## config.mk

```make
export PLATFORM = sky130hd
export DESIGN_NAME = spi_port_arb
export DESIGN_NICKNAME = d
export VERILOG_FILES = /design/src/rtl/spi_port_arb.sv
export SDC_FILE = /design/constraint.sdc
export NUM_CORES = 1
export LEC_CHECK = 0
export ABC_AREA = 1
export CORE_ASPECT_RATIO = 1.25
export CORE_MARGIN = 2
export CORE_UTILIZATION = 40
export CTS_CLUSTER_DIAMETER = 100
export DETAILED_ROUTE_END_ITERATION = 12
export MAX_ROUTING_LAYER = met4
export PLACE_DENSITY = 0.67
export SYNTH_ARGS = -nofsm -noshare
export SYNTH_HDL_FRONTEND = slang
export SYNTH_SLANG_ARGS = --single-unit
```

## constraint.sdc

```tcl
create_clock -name clk -period 3.6 [get_ports clk]
set_input_delay 0.72 -clock clk [delete_from_list [all_inputs] [get_ports clk]]
set_output_delay 0.72 -clock clk [all_outputs]
set_load 0.005 [all_outputs]
```

## src/rtl/spi_port_arb.sv

```systemverilog
// ---------------------------------------------------------------------------
// spi_port_arb
//   Arbiter for the SPI block's shared CBUSP slave port. One config requester
//   and four memory-window requesters compete for the port. The winner keeps a
//   one-hot grant until it signals 'done'. A watchdog reclaims the port if the
//   owner never finishes. The grant drives the slave-port mux in front of the
//   SPI block.
//
// Parameters
//   TO_W     width of the watchdog counter
//   TO_MAX   BUSY cycles without 'done' before a forced release (1..2^TO_W-1)
//
// Ports
//   clk       system clock
//   rst_n     synchronous active-low reset
//   cfg_req   config-port request (level, held until granted)
//   mm_req    memory-port requests [3:0] (level, held until granted)
//   arb_mode  arbitration mode, sampled only when arbitrating in IDLE
//               00 fixed priority  cfg > mm0 > mm1 > mm2 > mm3
//               01 round-robin over all five requesters
//               10 cfg only (memory requests masked)
//               11 cfg strict-highest, mm0..mm3 round-robin
//   done      one-cycle pulse: the current owner's transaction finished
//   gnt       one-hot grant {cfg,mm3,mm2,mm1,mm0}, zero when idle
//   busy      port currently owned
//   owner     index of current/last owner (0-3 = mm, 4 = cfg)
//   to_irq    one-cycle pulse on a watchdog release
//   to_owner  owner index captured at the last watchdog release
// ---------------------------------------------------------------------------
module spi_port_arb #(
  parameter int TO_W   = 8,
  parameter int TO_MAX = 200
) (
  input  logic       clk,
  input  logic       rst_n,
  input  logic       cfg_req,
  input  logic [3:0] mm_req,
  input  logic [1:0] arb_mode,
  input  logic       done,
  output logic [4:0] gnt,
  output logic       busy,
  output logic [2:0] owner,
  output logic       to_irq,
  output logic [2:0] to_owner
);

  typedef enum logic {
    IDLE = 1'b0,
    BUSY = 1'b1
  } state_t;

  localparam logic [1:0] MODE_FIXED = 2'b00;
  localparam logic [1:0] MODE_RR5   = 2'b01;
  localparam logic [1:0] MODE_CFG   = 2'b10;
  localparam logic [1:0] MODE_MMRR  = 2'b11;

  localparam logic [2:0] CFG_IDX = 3'd4;

  state_t          state_reg;
  logic [4:0]      gnt_reg;
  logic            busy_reg;
  logic [2:0]      owner_reg;
  logic            to_irq_reg;
  logic [2:0]      to_owner_reg;
  logic [2:0]      rr_ptr_reg;
  logic [TO_W-1:0] wd_reg;
  // Mode in force for the current grant; the pointer update at release must
  // follow the mode that produced the grant, not whatever arb_mode is now.
  logic [1:0]      mode_reg;

  logic [4:0] req_vec;
  logic       win_valid;
  logic [2:0] win_idx;
  logic       wd_expired;
  logic       release_now;
  logic [2:0] rr_ptr_next;

  assign req_vec = {cfg_req, mm_req};

  // -------------------------------------------------------------------------
  // Round-robin search orders. rr5_idx[k] is the k-th candidate when scanning
  // all five requesters from rr_ptr; rr4_idx[k] the same over mm0..mm3 only.
  // A pointer of 4 (left over from mode 01) restarts the mm-only scan at mm0.
  // -------------------------------------------------------------------------
  logic [2:0] rr5_idx [5];
  logic [1:0] rr4_idx [4];
  logic [1:0] rr4_start;

  assign rr4_start = (rr_ptr_reg > 3'd3) ? 2'd0 : rr_ptr_reg[1:0];

  generate
    for (genvar gi = 0; gi < 5; gi++) begin : g_rr5
      logic [3:0] sum5;
      assign sum5        = {1'b0, rr_ptr_reg} + 4'(gi);
      assign rr5_idx[gi] = (sum5 >= 4'd5) ? 3'(sum5 - 4'd5) : sum5[2:0];
    end
    for (genvar gi = 0; gi < 4; gi++) begin : g_rr4
      assign rr4_idx[gi] = rr4_start + 2'(gi);
    end
  endgenerate

  // -------------------------------------------------------------------------
  // Winner selection for the IDLE arbitration cycle.
  // -------------------------------------------------------------------------
  always_comb begin
    win_valid = 1'b0;
    win_idx   = 3'd0;
    unique case (arb_mode)
      MODE_FIXED: begin
        if (cfg_req) begin
          win_valid = 1'b1;
          win_idx   = CFG_IDX;
        end else begin
          // Scan downwards so the lowest-numbered mm request wins.
          for (int i = 3; i >= 0; i--) begin
            if (mm_req[i]) begin
              win_valid = 1'b1;
              win_idx   = 3'(i);
            end
          end
        end
      end
      MODE_RR5: begin
        for (int i = 0; i < 5; i++) begin
          if (!win_valid && req_vec[rr5_idx[i]]) begin
            win_valid = 1'b1;
            win_idx   = rr5_idx[i];
          end
        end
      end
      MODE_CFG: begin
        if (cfg_req) begin
          win_valid = 1'b1;
          win_idx   = CFG_IDX;
        end
      end
      MODE_MMRR: begin
        if (cfg_req) begin
          win_valid = 1'b1;
          win_idx   = CFG_IDX;
        end else begin
          for (int i = 0; i < 4; i++) begin
            if (!win_valid && mm_req[rr4_idx[i]]) begin
              win_valid = 1'b1;
              win_idx   = {1'b0, rr4_idx[i]};
            end
          end
        end
      end
      default: begin
        win_valid = 1'b0;
        win_idx   = 3'd0;
      end
    endcase
  end

  // -------------------------------------------------------------------------
  // Release handling: normal completion or watchdog expiry, and the pointer
  // value that the next round-robin search starts from.
  // -------------------------------------------------------------------------
  assign wd_expired  = (wd_reg == TO_W'(TO_MAX - 1));
  assign release_now = done || wd_expired;

  always_comb begin
    rr_ptr_next = rr_ptr_reg;
    unique case (mode_reg)
      MODE_RR5: begin
        rr_ptr_next = (owner_reg == CFG_IDX) ? 3'd0 : owner_reg + 3'd1;
      end
      MODE_MMRR: begin
        // A cfg owner does not disturb the mm rotation.
        if (owner_reg != CFG_IDX) begin
          rr_ptr_next = {1'b0, owner_reg[1:0] + 2'd1};
        end
      end
      default: rr_ptr_next = rr_ptr_reg;
    endcase
  end

  // -------------------------------------------------------------------------
  // Two-state FSM with registered outputs.
  // -------------------------------------------------------------------------
  always_ff @(posedge clk) begin
    if (!rst_n) begin
      state_reg    <= IDLE;
      gnt_reg      <= 5'b0;
      busy_reg     <= 1'b0;
      owner_reg    <= 3'd0;
      to_irq_reg   <= 1'b0;
      to_owner_reg <= 3'd0;
      rr_ptr_reg   <= 3'd0;
      wd_reg       <= '0;
      mode_reg     <= MODE_FIXED;
    end else begin
      to_irq_reg <= 1'b0;
      unique case (state_reg)
        IDLE: begin
          if (win_valid) begin
            gnt_reg   <= 5'b00001 << win_idx;
            owner_reg <= win_idx;
            busy_reg  <= 1'b1;
            wd_reg    <= '0;
            mode_reg  <= arb_mode;
            state_reg <= BUSY;
          end else begin
            gnt_reg <= 5'b0;
          end
        end
        BUSY: begin
          if (release_now) begin
            gnt_reg    <= 5'b0;
            busy_reg   <= 1'b0;
            rr_ptr_reg <= rr_ptr_next;
            state_reg  <= IDLE;
            // A 'done' landing on the expiry cycle counts as a normal finish.
            if (!done) begin
              to_irq_reg   <= 1'b1;
              to_owner_reg <= owner_reg;
            end
          end else begin
            wd_reg <= wd_reg + 1'b1;
          end
        end
        default: begin
          state_reg <= IDLE;
          gnt_reg   <= 5'b0;
          busy_reg  <= 1'b0;
        end
      endcase
    end
  end

  assign gnt      = gnt_reg;
  assign busy     = busy_reg;
  assign owner    = owner_reg;
  assign to_irq   = to_irq_reg;
  assign to_owner = to_owner_reg;

endmodule

```

# Yosys cells after proc, flatten, opt, wreduce, memory -nomap -nowiden
# Cells that the tools add are included.
[word_totals] register_bits=27 input_bits=10 out_inout_bits=13 word_cells=161
[classes] add_sub_neg=15 magnitude_cmp=15 n_eq_ne=12 shifts=1 n_mux=84 bitwise=2 n_reduce_logical=23
[ops] cell="$mux W3" n=21
[ops] cell="$mux W1" n=40
[ops] cell="$lt A3 B4 Y1 const B" n=5
[ops] cell="$ge A4 B3 Y1 const B" n=4
[ops] cell="$mux W8" n=2
[ops] cell="$pmux W8 S2" n=1
[ops] cell="$bmux W1 S3" n=5
[ops] cell="$sub A3 B3 Y3 const B" n=5
[ops] cell="$lt A2 B3 Y1 const B" n=4
[ops] cell="$pmux W3 S4" n=1
[ops] cell="$mux W5" n=2
[ops] cell="$pmux W5 S2" n=1
[ops] cell="$add A3 B2 Y4 const B" n=2
[ops] cell="$add A8 B1 Y8 const B" n=1
[ops] cell="$bmux W1 S2" n=4
[ops] cell="$eq A8 B8 Y1 const B" n=1
[ops] cell="$logic_and A1 B1 Y1" n=7
[ops] cell="$logic_not A1 Y1" n=7
[ops] cell="$eq A2 B2 Y1 const B" n=3
[ops] cell="$mux W2" n=3
[ops] cell="$ne A2 B2 Y1 const B" n=3
[ops] cell="$pmux W3 S2" n=1
[ops] cell="$reduce_and A2 Y1" n=3
[ops] cell="$reduce_and A3 Y1" n=2
[ops] cell="other kinds (19)" n=24

# Longest topological paths before layout
# Gate-level depths: netlist of run 1.
[logic_depth] word_depth=25 mapped_depth=24 ltp_nobuf=24

# Least setup slack after synthesis of run 1
# OpenSTA, ideal clock, no wires.
[synth_path] kind="register to register" from="register rr_ptr_reg[1]" to="register wd_reg[5]" setup_time_ps=118 arrival_ps=2690 required_time_ps=3482 slack_ps=792 path_stages_with_launch=19 path_buffers=0 period_less_slack_ps=2808 path_cell_list="dfxtp_1 ha_1 inv_1 fa_1 a21oi_2 nand2_1 o21ai_1 inv_1 nand3_1 nand2_1 a21oi_4 nand3_2 o21ai_1 nand2_1 nand2_4 nand2_4 nand4_1 xor2_1 nor2_1"
[synth_between] elab_chain_cells=24 elab_cells_between_ends=79 cone_classes="add/sub (12); order compare (6); eq/ne (1); mux (45); reduce/logical (15)"
[synth_lines] item="from (decl)" line_no="65" rtl="logic [2:0] rr_ptr_reg;"
[synth_lines] item="from (signal assigned)" line_no="213" rtl="rr_ptr_reg <= rr_ptr_next;"
[synth_lines] item="parallel branches: the longest is 21 deep, another holds $add A3 B1 Y4"
[synth_lines] item="$pmux W1 S4 *" line_no="108" rtl="unique case (arb_mode)"
[synth_lines] item="$ne A2 B2 Y1 (no line) *"
[synth_lines] item="$reduce_and A2 Y1 (no line) *"
[synth_lines] item="to (signal assigned)" line_no="221" rtl="wd_reg <= wd_reg + 1'b1;"
[synth_lines] item="to (decl)" line_no="66" rtl="logic [TO_W-1:0] wd_reg;"
# Every way passes the cells marked *. The select of a mux whose other input is x is not followed.
# A chain may end at the register's enable or synchronous reset.

# Final worst setup path of run 1
[layout_path] from="register rr_ptr_reg[0]" to="register gnt_reg[2], in the netlist gnt[2]"
[layout_between] elab_chain_cells=25 elab_cells_between_ends=91 cone_classes="add/sub (12); order compare (6); shift (1); mux (58); reduce/logical (14)"
[layout_lines] item="parallel branches: the longest is 23 deep, another holds $add A3 B1 Y4"
[layout_lines] item="$mux W5 *" line_no="198" rtl="if (win_valid) begin"
[layout_lines] item="$pmux W5 S2 *" line_no="196" rtl="unique case (state_reg)"
[layout_lines] item="to (signal assigned)" line_no="199" rtl="gnt_reg <= 5'b00001 << win_idx;"
[layout_lines] item="to (decl)" line_no="60" rtl="logic [4:0] gnt_reg;"
# Marks and branches as above.

==> results of run 1 <==
final cells by class:
cell class	instances	area (um^2)	share of cell area
Clock inverter	1	7.51	0.00254
Sequential cell	27	542	0.183
Multi-Input combinational cell	319	1800	0.610
Tap cell	85	106	0.0360
Inverter	57	219	0.0742
Timing Repair Buffer	24	235	0.0797
Clock buffer	3	41.3	0.0140
kinds of logic (layout without fill, tap and decap cells):
logic type / Yosys count / in the layout / synth area share
and+or+nand+nor: 227 / 227 / 0.428
AOI/OAI and AO/OA: 67 / 67 / 0.157
buffers and inverters: 60 / 85 / 0.0921
DFF: 27 / 27 / 0.210
adders and majority gates: 18 / 18 / 0.0902
xor gates and xnor gates: 7 / 7 / 0.0238
worst max-delay path by stage:
stage	cells after the start	start	slack (ps)	to
after CTS	19	rr_ptr_reg[1]	320	gnt[2]
final	20	rr_ptr_reg[0]	420	gnt[2]
after floorplan	18	rr_ptr_reg[1]	790	wd_reg[5]
after detailed placement	19	rr_ptr_reg[1]	350	gnt[2]
after global placement	17	rr_ptr_reg[1]	410	owner[1]
after global routing	20	rr_ptr_reg[0]	90	gnt[2]
worst max-delay path, delay by kind of cell, from the launching register on:
kind | cells | cell delay, ps
compound gates | 2 | 380
fa+ha+maj | 2 | 610
flops | 1 | 350
buf+inv | 2 | 350
simple gates | 14 | 1400
timing repair:
| item | 4_1_cts | 5_1_grt |
|---|---|---|
| hold endpoints to repair | 0 | 0 |
| setup endpoints to repair | 0 | 4 |
| resized for setup | 0 | 2 |
| hold buffers | 0 | 0 |
stage by stage:
stage / cell area (um^2) / setup slack, ps
4_1_cts: 2950 / 319
3_5_place_dp: 2900 / 353
6_report: 2950 / 421
2_1_floorplan: 2580 / 792
5_1_grt: 2950 / 88.6
3_3_place_gp: 2900 / 409
layer usage:
layer  vias to the layer above  share of wire
met5                         -              0
met4                         0          0.024
met3                        10          0.030
met2                        44           0.50
met1                      1194           0.44
li1                       1384              -
power groups by stage:
stage | clock [uW] | combinational (uW) | sequential, uW
after floorplan | 0 | 223 | 336
after global placement | 0 | 304 | 338
after detailed placement | 0 | 308 | 338
after CTS | 179 | 309 | 332
final | 176 | 308 | 331
after global routing | 196 | 347 | 333
layout by cell type, fill, tap and decap left out, types with 2 or more instances in the layout:
cell	synthesis	layout
nand3b_1	2	2
nand2_1	102	102
a21oi_2	4	4
dfxtp_1	27	26
nor2_1	34	34
o211ai_1	4	4
nor3_1	7	7
buf_4	0	2
inv_2	7	7
o21a_1	2	2
clkdlybuf4s50_1	0	22
a21oi_1	23	23
o21ai_1	5	6
nand3_1	46	46
o21ai_2	4	4
clkbuf_8	0	3
o21ai_0	18	17
nand2_2	12	12
o22ai_1	2	2
nand4_1	8	8
xnor2_1	4	4
nand2_4	4	4
clkinv_1	3	3
nand3_2	3	3
inv_1	46	46
ha_1	17	17
xor2_1	3	3
==> parameters.txt, run 1 <==
Parameter                              Value

Run status
  Outcome ... finished clean

Placed design
  Gp weighted congestion ... 0.905
  Number of placed instances with taps included ... 512
  Count of buffers from port buffering ... 22
  DPL Wire Length ... 5190 um

Finish
  Final core utilization ... 0.476
  Max FFs per register ... 8
  Filler Cell Count ... 671
  Area Growth Syn to Fin ... 14.5%
  Diodes inserted ... 0
  Filler-free cell count of the finished design ... 516
  Layout cell share with drive strength beyond 1 ... 0.116
  Total Nets Final ... 460

Detailed routing
  Detailed-route DRC error count ... 0
  Violation count after the first detailed-routing iteration ... 158
  Detailed Route WL ... roughly 6400 um
  Routed WL per cell ... around 12 um
  Routed Antenna Nets ... 0
  Count of vias placed by the detailed router ... roughly 2600
  DR vias/cell ... 5.10
  DR pass1 iterations ... 4

Global route
  M2 GR Usage ... 0.338
  Largest net degree at the start of global routing ... 17
  Number of global-route vias before repair ... 2460
  Routing usage on met3 ... 0.0182
  Number of antenna violations at the first check in global routing ... 0
  Global-route wire length before repair ... between 10000 and 15000 um
  Met1 global-route usage ... 0.232
  GRT Residual Overflow ... 0
  All-Layer GR Usage ... 0.194
  Top Usage Layer GRT ... met2

Power and ir drop
  Combinational share of power ... 0.378
  Share of power burned in the clock network ... 0.216
  Reported net switching power ... 308 uW
  Final Total Pwr ... 815 uW
  Register share of total power ... 0.406
  Internal Pwr Total ... 508 uW
  Leak ... 0.00133 uW
  Sw Ratio ... 0.377
  Power density over cell area ... 276 nW/um^2
  Maximum VDD drop ... 0.210 mV

Logic synthesis
  Post-synthesis instance total ... roughly 410
  Number of warnings issued by yosys ... 0
  Cell taking the most area after synthesis ... dfxtp_1
  Proportion of netlist area held by the largest area contributor ... 0.210
  Most common cell in the synthesized netlist ... nand2_1
  Avg Cell Area, Syn ... 6.35 um^2
  Count of different cell masters after synthesis ... 42
  Number of enable-type register cells in the synthesized netlist ... 0
  Synthesized Nets ... 434
  Share of flip-flops with an asynchronous set or reset ... 0
  Total standard cell area after synthesis ... roughly 2600 um^2
  Flop and latch count out of synthesis ... 27
  Synth top area cells ... dfxtp_1, nand2_1, nand3_1
  Fraction of the yosys area taken by sequential cells ... 0.210
  Synth top cells by count ... nand2_1, inv_1, nand3_1, nor2_1, dfxtp_1
  Post-synth top flop ... dfxtp_1

Timing
  RSZ-0062 raised after global routing ... false
  Period Utilization, post-route ... 0.883
  Max-Slew Margin vs Limit ... 0.669
  Final Critical Period ... 3180 ps
  Final setup violation count ... 0
  Setup TNS after final layout ... 0 ps
  Max Clock Freq ... 315 MHz
  Max Transition Viols Final ... 0
  Final hold violation count ... 0
  Final setup skew ... 5.63 ps
  Slew at the pin closest to its max-slew limit ... 495 ps
  Tightest hold margin ... around 450 ps

Clock network
  Clock edge transition at the registers on the reported setup and hold paths ... 100 ps
  Post-CTS Setup Bufs ... 0
  Number of sinks on the clock net ... 27
  Clock tree from TritonCTS ... yes
  Buffer levels on the longest clock path ... 2
  Clock latency on the worst-skew pair ... 270 ps
  TritonCTS buffer count ... 3
  Htree depth ... 1
  Root buffer cell ... clkbuf_8

Worst setup path
  Minimum setup slack among reg-to-reg paths ... 420 ps
  Critical Path Fanout Max ... 14
  R2r endpoint ... gnt[2]
  Slowest stage cell on the critical path ... dfxtp_1
  Crit-path max cell delay ... 350 ps
  Depth of the most critical reg-to-reg path ... 20
  Critical path type ... reg -> reg
  Worst-path cell chain ... buf_4 -> ha_1 -> ha_1 -> inv_1 -> nand2_1 -> nand3_1 -> nand2_1 -> nand2_1 -> nand3_1 -> nand3_2 -> nand2_4 -> nor2_8 -> nand4_4 -> nor2_1 -> nor2_1 -> nand2_1 -> nand2_1 -> a21oi_2 -> nand3_1 -> a21oi_1
  Endpoint required time on the critical path ... 3800 ps
  Most frequent cell on the critical path ... nand2_1
  Startpoint class of the critical path ... register
  Critical Path End Type ... register
  Crit Reg-Reg Startpoint ... rr_ptr_reg[0]
  Worst Path Arrival ... 3380 ps

Hold path
  Hold WC Path Type ... reg -> reg
  Hold Crit Start ... to_owner[0]
  Hold Path Depth ... 2
  Hold worst-path end ... to_owner[0]

Die
  Floorplan die area ... 7110 um^2
  Top-level port count ... 23
  Initial Utilization ... 0.416
  Die width ... ~76 um
  Core outline area ... between 6000 and 7000 um^2
  Vertical die dimension ... about 94 um
  Cell Rows ... 32

Run
  Number of maximum-capacitance constraint violations ... 0
Power figures use the tool's default switching activity.
==> inputs of run 2 (changes only) <==
--- a/config.mk
+++ b/config.mk
@@ -11,8 +11,10 @@
 export CORE_UTILIZATION = 40
 export CTS_CLUSTER_DIAMETER = 100
 export DETAILED_ROUTE_END_ITERATION = 12
+export DONT_BUFFER_PORTS = 1
 export MAX_ROUTING_LAYER = met4
-export PLACE_DENSITY = 0.67
+export PLACE_DENSITY = 0.62
+export REMOVE_ABC_BUFFERS = 1
 export SYNTH_ARGS = -nofsm -noshare
 export SYNTH_HDL_FRONTEND = slang
 export SYNTH_SLANG_ARGS = --single-unit
==> parameters.txt, run 2 (synthesis gave the netlist of run 1 again) <==
Parameter                              Value

Run status
  Outcome ... finished clean

Power and ir drop
  Sw Ratio ... 0.373
  Reported net switching power ... 287 uW
  Maximum VDD drop ... 0.319 mV
  Leak ... 0.00124 uW
  Combinational share of power ... 0.351
  Share of power burned in the clock network ... 0.215
  Register share of total power ... 0.434
  Internal Pwr Total ... 482 uW
  Power density over cell area ... 283 nW/um^2

Worst setup path
  Endpoint required time on the critical path ... around 3800 ps
  Critical Path End Type ... register
  Minimum setup slack among reg-to-reg paths ... between 300 and 400 ps
  Crit-path max cell delay ... around 540 ps
  Buffering stage count on the worst path with inverters included ... 3
  Most frequent cell on the critical path ... nand2_1
  Critical path type ... reg -> reg
  Worst Path Arrival ... 3490 ps
  Launch point of the critical path ... rr_ptr_reg[1]
  Slowest stage cell on the critical path ... dfxtp_1
  Worst-path cell chain ... inv_1 -> ha_1 -> ha_1 -> inv_1 -> nand2_1 -> o21ai_1 -> nand3b_1 -> nand2_2 -> nor2_8 -> nand2_2 -> inv_2 -> nand2_2 -> o21ai_2 -> nand2_1 -> nand2_1 -> nand2_1 -> a21oi_2 -> nand3_1 -> a21oi_1
  Gate family responsible for the most delay along the worst path ... simple AND/OR/NAND/NOR gates
  Crit Reg-Reg Startpoint ... rr_ptr_reg[1]
  Critical Path Fanout Max ... 9
  Startpoint class of the critical path ... register

Finish
  Max FFs per register ... 8
  Finished Cell Area ... about 2700 um^2
  Diodes inserted ... 0
  Total Nets Final ... 437
  Layout cell share with drive strength beyond 1 ... 0.118
  Commonest non-fill, non-tap cells in the layout ... nand2_1, inv_1, nand3_1
  Area Growth Syn to Fin ... 5.48%
  Filler Cell Count ... 684
  Leading cell type in the layout, fill and taps excluded ... nand2_1

Clock network
  Htree depth ... 1
  Buffer levels on the longest clock path ... 2
  Post-CTS Setup Bufs ... 0
  Clock tree from TritonCTS ... yes
  Cts repair resizes ... 0
  Number of sinks on the clock net ... 27
  Clock edge transition at the registers on the reported setup and hold paths ... 90 ps
  Root buffer cell ... clkbuf_8
  Clock latency on the worst-skew pair ... ~270 ps
  Number of hold buffers added after CTS ... 0
  TritonCTS buffer count ... 3

Detailed routing
  Met2 Routed Length ... 3180 um
  Violation count after the first detailed-routing iteration ... 87
  Routed length on met3 ... ~230 um
  DR vias/cell ... 5.08
  Routed metal-1 wire length ... 2830 um
  Detailed-route DRC error count ... 0
  Routed Antenna Nets ... 0
  DR pass1 iterations ... 4
  Count of vias placed by the detailed router ... 2504
  Uppermost signal routing layer after detailed routing ... met4
  Routed WL per cell ... between 10 and 15 um
  Detailed Route WL ... 6320 um

Global route
  Number of global-route vias before repair ... approximately 2400
  Global-route wire length before repair ... between 10000 and 15000 um
  Largest net degree at the start of global routing ... 16
  Number of antenna violations at the first check in global routing ... 0
  GRT Residual Overflow ... 0
  All-Layer GR Usage ... 0.195

Timing
  Max Clock Freq ... 303 MHz
  Setup TNS after final layout ... 0 ps
  Final Critical Period ... 3300 ps
  RSZ-0062 raised after global routing ... false
  Final hold violation count ... 0
  Max Transition Viols Final ... 0
  Slew at the pin closest to its max-slew limit ... slightly below 400 ps
  Period Utilization, post-route ... 0.915
  Final setup skew ... 8.78 ps
  Final setup violation count ... 0
  Setup slack after layout ... 304 ps
  Max-Slew Margin vs Limit ... 0.739

Die
  Vertical die dimension ... 93.8 um
  Core outline area ... roughly 6200 um^2
  Floorplan die area ... 7110 um^2
  Top-level port count ... 23
  Die width ... 75.8 um
  Cell Rows ... 32
  Initial Utilization ... 0.416

Hold path
  Hold Crit Start ... to_owner[1]
  Hold WC Path Type ... reg -> reg

Placed design
  Placed cell area ... 2680 um^2
  Count of buffers from port buffering ... 0
  Pre-CTS setup slack ... approximately 370 ps
  Gp weighted congestion ... 0.859
  DPL Wire Length ... 5120 um

Run
  Number of maximum-capacitance constraint violations ... 0
-- run 2: cell types whose count changed in the layout (fill, tap and decap cells not counted), sizes merged --
| cell | previous run | this run |
|---|---|---|
| clkdlybuf4s50 | 22 | 0 |
| clkinv | 4 | 5 |
| buf | 2 | 1 |
| clkinvlp | 1 | 0 |
-- run 2: power by group through the flow --
stage | Sequential, uW | Clock (uW) | Combinational, uW
detailed placement | 341 | 0 | 268
CTS | 334 | 172 | 270
global placement | 341 | 0 | 266
global route | 337 | 181 | 308
finish | 334 | 166 | 270
floorplan | 337 | 0 | 220
-- run 2: through the flow --
step                      total power, uW  cells  hold WS (ps)   util
after global placement                608    489           454  0.431
after detailed placement              609    489           460  0.431
after floorplan                       556    403           440      -
after global routing                  826    493           501  0.439
after CTS                             776    493           474  0.439
final                                 769    493           468  0.439
-- run 2: per-layer routing --
metal / vias to the layer above / track usage
met5: - / -
met4: 0 / 0.0424
met3: 11 / 0.0172
met2: 39 / 0.343
met1: 1118 / 0.236
li1: 1336 / -
-- run 2: area by class of cell --
type / instances / area (um^2) / area share
inverter: 57 / 219 / 0.0805
sequential: 27 / 541 / 0.199
clock buffer: 3 / 41.3 / 0.0152
multi-input combinational: 319 / 1800 / 0.662
clock inverter: 1 / 5.00 / 0.00184
timing repair buffer: 1 / 7.51 / 0.00276
tap: 85 / 106 / 0.0391
-- run 2: worst paths after layout --
kind / cells after the start / endpoint
worst max-delay path: 19 / gnt[0]
worst min-delay path: 2 / to_owner[1]
worst max register to register: 19 / gnt[0]
worst min register to register: 2 / to_owner[1]
-- run 2: worst min-delay path, cell delays in order (launching register included) --
cell and delay [ps]:
dfxtp_1 330, inv_1 50, a21oi_1 50
